[src/rtl/imem_loader_pkg.sv]
// Shared definitions for the instruction-memory program loader:
// FSM state encoding, memory geometry and the default HALT word.
package imem_loader_pkg;

  localparam int unsigned IMEM_BYTES = 256;
  localparam int unsigned WORD_BYTES = 4;
  localparam logic [31:0] HALT_WORD_DEFAULT = 32'hFFFF_FFFF;

  typedef enum logic [1:0] {
    IDLE = 2'd0,
    LOAD = 2'd1,
    DONE = 2'd2
  } state_t;

endpackage

[src/rtl/imem_byte_packer.sv]
// Packs accepted bytes little-endian into a 32-bit word.
// Ports:
//   clk, reset    clock, async active-high reset
//   clear         zero the byte counter (start of a new load)
//   accept        consume rx_data this cycle
//   rx_data       incoming byte
//   word_ready_c  combinational: lane 3 accepted this cycle, word_c complete
//   word_c        combinational: packed word including the current byte in [31:24]
module imem_byte_packer (
  input  logic        clk,
  input  logic        reset,
  input  logic        clear,
  input  logic        accept,
  input  logic [7:0]  rx_data,
  output logic        word_ready_c,
  output logic [31:0] word_c
);

  logic [1:0]  byte_cnt;
  logic [23:0] pack;

  // Lanes 0..2 are stored; lane 3 is taken straight from rx_data so the
  // word is available on the same cycle the last byte arrives.
  always_ff @(posedge clk or posedge reset) begin
    if (reset) begin
      byte_cnt <= 2'd0;
      pack     <= 24'd0;
    end else if (clear) begin
      byte_cnt <= 2'd0;
    end else if (accept) begin
      case (byte_cnt)
        2'd0:    pack[7:0]   <= rx_data;
        2'd1:    pack[15:8]  <= rx_data;
        2'd2:    pack[23:16] <= rx_data;
        default: ;
      endcase
      byte_cnt <= byte_cnt + 2'd1;
    end
  end

  assign word_ready_c = accept && (byte_cnt == 2'd3);
  assign word_c       = {rx_data, pack};

endmodule

[src/rtl/imem_loader.sv]
// Program loader: packs a byte stream into words and writes them to the
// instruction memory at byte addresses 0,4,8,... until HALT or memory full,
// holding loading high to stall the pipeline meanwhile.
// Ports:
//   clk, reset  clock, async active-high reset
//   start       one-cycle pulse, begins a load from IDLE or DONE
//   rx_data     received byte; rx_valid marks it valid (no backpressure)
//   write_en    one-cycle memory write strobe
//   addr_wr     byte address of the written word
//   data        word to write (stream byte 0 in [7:0])
//   loading     high while in LOAD
//   done        high while in DONE
//   overflow    load ended by full memory without HALT
module imem_loader
  import imem_loader_pkg::*;
#(
  parameter int unsigned ADDR_W    = 8,
  parameter logic [31:0] HALT_WORD = HALT_WORD_DEFAULT
) (
  input  logic              clk,
  input  logic              reset,
  input  logic              start,
  input  logic [7:0]        rx_data,
  input  logic              rx_valid,
  output logic              write_en,
  output logic [ADDR_W-1:0] addr_wr,
  output logic [31:0]       data,
  output logic              loading,
  output logic              done,
  output logic              overflow
);

  state_t            state_q;
  state_t            state_d;
  logic [ADDR_W-1:0] word_addr;
  logic              load_start_c;
  logic              write_c;
  logic              overflow_c;
  logic              accept_c;
  logic              word_ready_c;
  logic [31:0]       word_c;
  logic              last_addr_c;

  assign accept_c    = (state_q == LOAD) && rx_valid;
  assign last_addr_c = (word_addr[ADDR_W-1:2] == '1);

  imem_byte_packer u_packer (
    .clk          (clk),
    .reset        (reset),
    .clear        (load_start_c),
    .accept       (accept_c),
    .rx_data      (rx_data),
    .word_ready_c (word_ready_c),
    .word_c       (word_c)
  );

  // State register
  always_ff @(posedge clk or posedge reset) begin
    if (reset) state_q <= IDLE;
    else       state_q <= state_d;
  end

  // Next-state and control decode
  always_comb begin
    state_d      = state_q;
    load_start_c = 1'b0;
    write_c      = 1'b0;
    overflow_c   = 1'b0;
    case (state_q)
      IDLE, DONE: begin
        if (start) begin
          state_d      = LOAD;
          load_start_c = 1'b1;
        end
      end
      LOAD: begin
        if (word_ready_c) begin
          write_c = 1'b1;
          if (word_c == HALT_WORD) begin
            state_d = DONE;
          end else if (last_addr_c) begin
            state_d    = DONE;
            overflow_c = 1'b1;
          end
        end
      end
      default: state_d = IDLE;
    endcase
  end

  // Registered outputs and word address; loading/done follow the next
  // state so the final strobe already sees done=1 and loading=0.
  always_ff @(posedge clk or posedge reset) begin
    if (reset) begin
      word_addr <= '0;
      write_en  <= 1'b0;
      addr_wr   <= '0;
      data      <= 32'd0;
      loading   <= 1'b0;
      done      <= 1'b0;
      overflow  <= 1'b0;
    end else begin
      write_en <= write_c;
      loading  <= (state_d == LOAD);
      done     <= (state_d == DONE);
      if (load_start_c) begin
        word_addr <= '0;
        overflow  <= 1'b0;
      end
      if (write_c) begin
        addr_wr <= word_addr;
        data    <= word_c;
        if (state_d == LOAD) word_addr <= word_addr + ADDR_W'(WORD_BYTES);
      end
      if (overflow_c) overflow <= 1'b1;
    end
  end

endmodule
[config.mk]
export PLATFORM = sky130hd
export DESIGN_NAME = imem_loader
export DESIGN_NICKNAME = d
export VERILOG_FILES = /design/src/rtl/imem_loader_pkg.sv /design/src/rtl/imem_byte_packer.sv /design/src/rtl/imem_loader.sv
export SDC_FILE = /design/constraint.sdc
export NUM_CORES = 1
export LEC_CHECK = 0
export ABC_AREA = 1
export CAP_MARGIN = 20
export CORE_UTILIZATION = 52
export DETAILED_ROUTE_END_ITERATION = 10
export PLACE_DENSITY_LB_ADDON = 0.3
export SYNTH_ARGS = -nofsm -noshare
export SYNTH_HDL_FRONTEND = slang
export SYNTH_SLANG_ARGS = --single-unit
[constraint.sdc]
create_clock -name clk -period 3.4 [get_ports clk]
set_input_delay 1.02 -clock clk [delete_from_list [all_inputs] [get_ports clk]]
set_output_delay 1.02 -clock clk [all_outputs]
set_load 0.03 [all_outputs]
==> metrics.md, run 1 <==
| Metric | Value |
|---|---|
| Worst Hold Class | `flip-flop to flip-flop` |
| Status | `complete, no violations` |
| Initial DRT Pass Iterations | `5` |
| Yosys warning total | `0` |
| Final worst path period need | `2.46 ns` |
| Number of synthesized register bits | `80` |
| Vias in the first global route | `2459` |
| Fillers | `501` |
| Slew Limit Fails | `0` |
| Setup_tns | `0 ns` |
| Initial Utilization | `0.544` |
| Rows | `28` |
| Core area | `0.00596 mm2` |
| Cell Area, Synth | `0.00324 mm2` |
| Clock Latency Late Sink | `0.36 ns` |
| Via density | `5.13` |
| # DRC | `0` |
| Slowest stage delay, CP | `0.69 ns` |
| Clock transition at the registers of the reported paths | `0.08 ns` |
| Routed Antenna Nets | `0` |
| Hold Vio Cnt, Final | `0` |
| Area growth syn-to-layout | `25.3%` |
| Overall power | `3.73 mW` |
| Area share of the largest cell type after synthesis | `0.618` |
| Post-cts hold buffer count | `0` |
| Die width | `81.0 um` |
| Cts repair resizes | `0` |
| Worst Path Buf+Inv | `1` |
| Critical path arrival | `1.44 ns` |
| Post-CTS Setup Bufs | `0` |
| Crit Path Category | `flip-flop to primary output` |
| Comb pwr share | `0.400` |
| Post-route worst setup slack | `0.944 ns` |
| First-pass GRT wire length | `11600 um` |
| Worst setup EP type | `primary output` |
| Gate count of the mapped netlist | `358` |
| Critical path, cell by cell | `clkdlybuf4s50_1` |
| Leak | `1.99 nW` |
| Headroom to the max-slew limit | `0.676` |
| Wirelength per Cell | `13.8 um` |
| Period Utilization, post-route | `0.722` |
| CTS Buf Count | `9` |
| Clock sink total | `80` |
| Die height | `81.0 um` |
| Synth cell types | `24` |
| Cell count after placement | `480` |
| CP delay by family, top | `buffers and inverters` |
| Finished Layout Cells | `496` |
| H-tree depth | `3` |
| Commonest non-fill, non-tap cell in the layout | `nand2_1` |
| Register area share after synthesis | `0.618` |
| Area contributors post-synth | `dfrtp_1, nand2_1, o21ai_1` |
| Switching power | `1.49 mW` |
| Critical path peak fanout | `2` |
| Syn_area_per_cell | `9.06 um2` |
| Syn Nets | `375` |
| Clock root buffer master | `clkbuf_8` |
| Internal power | `2.24 mW` |
| Max-cap violations | `0` |
| Flop pwr share | `0.426` |
| Largest net degree at the start of global routing | `81` |
| Clk_skew | `0.00914 ns` |
| Port Buffers | `55` |
| Slowest CP cell | `clkdlybuf4s50_1` |
| Highest Clock Rate | `0.407 GHz` |
| CTS tree | `built` |
| Layout cells sized above 1 | `0.0736` |
| Sw frac | `0.399` |
| Synth area leader | `dfrtp_1` |
| Vias post-DR | `2543` |
| Starting DRT DRC Count | `228` |
| Worst VDD drop | `0.000452 V` |
| Most frequent cells in the layout | `nand2_1, dfrtp_1, clkdlybuf4s50_1, o21ai_1, inv_1` |
| RePlAce Congestion | `0.774` |
| Worst Tran Pin Value | `0.485 ns` |
| Pwr dens | `918 mW/mm2` |
| Tot GR Track Use | `0.240` |
| Finish-stage setup viols | `0` |
| Worst EP required | `2.38 ns` |
| Nets | `433` |
| Grt total ovfl | `0` |
| RSZ-0062 raised after global routing | `no` |
| Setup Slack @ Placement | `0.730 ns` |
| Hold Slack | `0.473 ns` |
| Clock share of power | `0.175` |
| CP Launch Type | `flip-flop` |
| N_diodes | `0` |
| Max Root-Sink Buffers | `2` |
| Initial antenna violation count | `0` |
| Total Wirelength | `6830 um` |
| Die Area | `0.00655 mm2` |
| Placed wire-length estimate | `4780 um` |
| Top Ports | `56` |
==> metal layers <==
metal | routed length, um | global-route usage | vias up
li1 | - | - | 1240
met3 | 409 | 0.0371 | 15
met5 | 0 | 0 | -
met4 | 145 | 0.114 | 0
met1 | 3020 | 0.335 | 1211
met2 | 3250 | 0.370 | 77
==> power by group through the flow <==
stage	registers [mW]	logic, mW	clock network [mW]
finish	1.59	1.49	0.652
global placement	1.59	1.46	0
detailed placement	1.60	1.50	0
CTS	1.59	1.51	0.659
global route	1.63	1.64	0.697
floorplan	1.97	0.510	0
==> path summary, 6_finish.rpt <==
check	endpoint	depth (start not counted)	from	slack (ns)
min in group asynchronous	data[20]	3	reset	1.06
max in group asynchronous	data[16]	3	reset	1.97
min	data[3]	2	data[3]	0.47
max	data[27]	1	data[27]	0.94
max reg2reg	addr_wr[1]	7	u_packer.byte_cnt[0]	1.66
min reg2reg	data[3]	2	data[3]	0.47
==> cell families (layout without fill, tap and decap cells) <==
family	after synthesis	count (layout)	share of synthesized area
AOI/OAI and AO/OA	45	45	0.0718
and+or+nand+nor	191	191	0.247
buffers and inverters	37	100	0.0448
adders and majority gates	5	5	0.0193
DFF	80	80	0.618
==> layout make-up <==
class	count	area [um2]	share of cell area
tap	75	93.8	0.0231
clock inverter	2	12.5	0.00308
timing repair buffer	59	593	0.146
inverter	25	93.8	0.0231
sequential	80	2000	0.493
multi-input combinational	241	1090	0.269
clock buffer	14	173	0.0425
==> sequential cells by signal (all words and copies together) (netlist names), 2 cells and up <==
signal,count
state_q,2
word_addr,8
u_packer.pack,24
data,32
addr_wr,8
u_packer.byte_cnt,2
==> cells in the mapped netlist <==
master,instances
a211oi_1,1
a21oi_1,1
a32o_1,1
buf_1,3
buf_2,5
clkbuf_1,4
dfrtp_1,80
ha_1,5
inv_1,21
inv_2,4
nand2_1,149
nand2_2,1
nand2_4,2
nand3_1,10
nand3_2,2
nand4_1,3
nor2_1,17
nor2_4,1
nor2_8,1
nor3_1,3
nor4_1,1
o21ai_0,12
o21ai_1,30
or2_2,1
==> per-stage QoR <==
step                 util  area (um2)
detailed placement  0.651        3880
CTS                 0.682        4060
finish              0.682        4060
global route        0.682        4060
floorplan               -        3240
global placement    0.651        3880
Note: power is estimated with default switching activity, not from simulation.
==> run 2, diff against run 1 <==
==> constraint.sdc (replaced) <==
create_clock -name clk -period 2.3 [get_ports clk]
set_input_delay 0.69 -clock clk [delete_from_list [all_inputs] [get_ports clk]]
set_output_delay 0.69 -clock clk [all_outputs]
set_load 0.03 [all_outputs]
==> run 2 against run 1 <==
- utilization grew 1.3 points
- largest power group unchanged
- worst hold slack gained 0.0020 ns
- sequential share of layout area shrank 0.91 points
- non-clock buffer count rose by 3
- routed wire length is 3.7% higher
- sequential cell count unchanged
- critical path depth unchanged
- critical endpoint is now addr_wr[4]
==> metrics.md, run 2 (same netlist as run 1, synthesis figures left out) <==
| Metric | Value |
|---|---|
| Critical path, cell by cell | `clkdlybuf4s50_1 (unchanged)` |
| Metal3 WL | `353 um (was 409 um)` |
| Commonest non-fill, non-tap cell in the layout | `nand2_1 (unchanged)` |
| Period Utilization, post-route | `0.917` |
| Most frequent cells in the layout | `nand2_1, dfrtp_1, clkdlybuf4s50_1, o21ai_1, inv_1 (unchanged)` |
| Area growth syn-to-layout | `27.7% (was 25.3%)` |
| Post-route worst setup slack | `0.192 ns (was 0.944 ns)` |
| Wirelength per Cell | `14.2 um (was 13.8 um)` |
| Clk_skew | `0.00752 ns (was 0.00914 ns)` |
| Max-cap violations | `0 (unchanged)` |
| Worst Path Buf+Inv | `1 (unchanged)` |
| Crit Path Category | `flip-flop to primary output (unchanged)` |
| Initial antenna violation count | `0 (unchanged)` |
| M1 WL | `3110 um (was 3020 um)` |
| Rows | `28 (unchanged)` |
| Port Buffers | `55 (unchanged)` |
| Grt total ovfl | `0 (unchanged)` |
| CTS tree | `built (unchanged)` |
| First-pass GRT wire length | `11200 um (was 11600 um)` |
| Core area | `0.00596 mm2 (unchanged)` |
| Worst Hold Class | `flip-flop to flip-flop (unchanged)` |
| Finish-stage setup viols | `0 (unchanged)` |
| DR top layer | `met4 (unchanged)` |
| Final Util | `0.695 (was 0.682)` |
| Headroom to the max-slew limit | `0.694 (was 0.676)` |
| Layout cells sized above 1 | `0.0825 (was 0.0736)` |
| Initial DRT Pass Iterations | `4 (was 5)` |
| Hold Vio Cnt, Final | `0 (unchanged)` |
| Status | `complete, no violations (unchanged)` |
| Die width | `81.0 um (unchanged)` |
| Largest register FFs | `32 (unchanged)` |
| Tot GR Track Use | `0.239 (was 0.240)` |
| Fillers | `473 (was 501)` |
| Largest regs | `data (32), u_packer.pack (24) (unchanged)` |
| Initial Utilization | `0.544 (unchanged)` |
| CTS Buf Count | `9 (unchanged)` |
| RSZ-0062 raised after global routing | `no (unchanged)` |
| Total Wirelength | `7080 um (was 6830 um)` |
| Vias in the first global route | `2344 (was 2459)` |
| Footprint of the multi-input gates | `0.00109 mm2 (unchanged)` |
| CP Launch Point | `addr_wr[4] (was data[27])` |
| R2R depth | `9 (was 7)` |
| Vias post-DR | `2555 (was 2543)` |
| # DRC | `0 (unchanged)` |
| Reg-to-reg startpoint | `word_addr[2] (was u_packer.byte_cnt[0])` |
| Top Ports | `56 (unchanged)` |
| Sequential cell area | `0.00200 mm2 (unchanged)` |
| Setup_tns | `0 ns (unchanged)` |
| Reg2Reg Capture Point | `word_addr[2] (was addr_wr[1])` |
| Highest Clock Rate | `0.474 GHz` |
| Top reg by flops | `data (unchanged)` |
| Cts repair resizes | `0 (unchanged)` |
| RePlAce Congestion | `0.820 (was 0.774)` |
| Worst setup EP type | `primary output (unchanged)` |
| CP delay by family, top | `buffers and inverters (unchanged)` |
| Cell depth of the worst setup path | `1 (unchanged)` |
| Worst VDD drop | `0.000744 V (was 0.000452 V)` |
| Via density | `5.12 (was 5.13)` |
| Slew Limit Fails | `0 (unchanged)` |
| Nets | `436 (was 433)` |
| N_diodes | `0 (unchanged)` |
| Die Area | `0.00655 mm2 (unchanged)` |
| Overall power | `5.78 mW (was 3.73 mW)` |
| Worst setup path endpoint | `addr_wr[4] (was data[27])` |
| Leak | `2.02 nW (was 1.99 nW)` |
| Clock transition at the registers of the reported paths | `0.07 ns (was 0.08 ns)` |
| CP Launch Type | `flip-flop (unchanged)` |
| Post-cts hold buffer count | `0 (unchanged)` |
| Clock Latency Late Sink | `0.35 ns (was 0.36 ns)` |
| Starting DRT DRC Count | `163 (was 228)` |
| H-tree depth | `3 (unchanged)` |
| Worst Tran Pin Value | `0.458 ns (was 0.485 ns)` |
| Pwr dens | `1400 mW/mm2 (was 918 mW/mm2)` |
| Critical path arrival | `1.42 ns (was 1.44 ns)` |
| Reg2reg setup slack | `0.73 ns (was 1.66 ns)` |
| Worst EP required | `1.61 ns (was 2.38 ns)` |
| Routed Antenna Nets | `0 (unchanged)` |
| Slowest stage delay, CP | `0.70 ns (was 0.69 ns)` |
| Die height | `81.0 um (unchanged)` |
| Slowest CP cell | `clkdlybuf4s50_1 (unchanged)` |
| Placed wire-length estimate | `4870 um (was 4780 um)` |
| Post-CTS Setup Bufs | `0 (unchanged)` |
| Largest net degree at the start of global routing | `81 (unchanged)` |
| Routed met2 length | `3480 um (was 3250 um)` |
| Critical path peak fanout | `2 (unchanged)` |
| Hold Slack | `0.475 ns (was 0.473 ns)` |
| Final worst path period need | `2.11 ns` |
| Clock sink total | `80 (unchanged)` |
| Max Root-Sink Buffers | `2 (unchanged)` |
| Setup Slack @ Placement | `0.0684 ns (was 0.730 ns)` |
| Clock root buffer master | `clkbuf_8 (unchanged)` |
-- run 2: cell count changes in the layout (fill, tap and decap cells not counted), sizes merged --
cell	change
buf	+3
bufinv	+3
clkbuf	-4
clkinv	+1
clkinvlp	+1
inv	-1
-- run 2: report_power, final --
| group | switching, mW | leakage [nW] | internal [mW] | total (mW) |
|---|---|---|---|---|
| Sequential | 0.366 | 1.02 | 1.96 | 2.33 |
| Clock | 0.497 | 0.116 | 0.717 | 1.21 |
| Combinational | 1.35 | 0.883 | 0.883 | 2.23 |
-- run 2: worst min path at each step --
| stage | slack, ns | startpoint | cells after the start | to |
|---|---|---|---|---|
| 6_report | 0.47 | data[9] | 2 | data[9] |
| 5_1_grt | 0.49 | data[9] | 2 | data[9] |
| 4_1_cts | 0.48 | data[6] | 2 | data[6] |
| 3_5_place_dp | 0.46 | data[8] | 2 | data[8] |
| 3_3_place_gp | 0.45 | data[4] | 2 | data[4] |
| 2_1_floorplan | 0.44 | word_addr[6] | 1 | word_addr[6] |
-- run 2: routing by layer --
layer  vias up  global-route usage
met4         0               0.100
met5         -                   0
met2        71               0.387
met1      1219               0.309
met3        11              0.0551
li1       1254                   -
-- run 2: final cells by class --
cell class | instances | share of cell area
sequential | 80 | 0.484
multi-input combinational | 241 | 0.265
timing repair buffer | 62 | 0.149
clock buffer | 10 | 0.0308
clock inverter | 6 | 0.0260
inverter | 25 | 0.0236
tap | 75 | 0.0227
-- run 2: tightest hold or removal path, delay by kind of cell (launching register included) --
family | cells | cell delay, ns
flops | 1 | 0.35
simple gates | 2 | 0.09
-- run 2: per-stage QoR --
| step | cell area (um2) | std cells |
|---|---|---|
| 6_report | 4140 | 499 |
| 3_5_place_dp | 3900 | 483 |
| 3_3_place_gp | 3900 | 483 |
| 4_1_cts | 4140 | 499 |
| 5_1_grt | 4140 | 499 |
| 2_1_floorplan | 3250 | 358 |
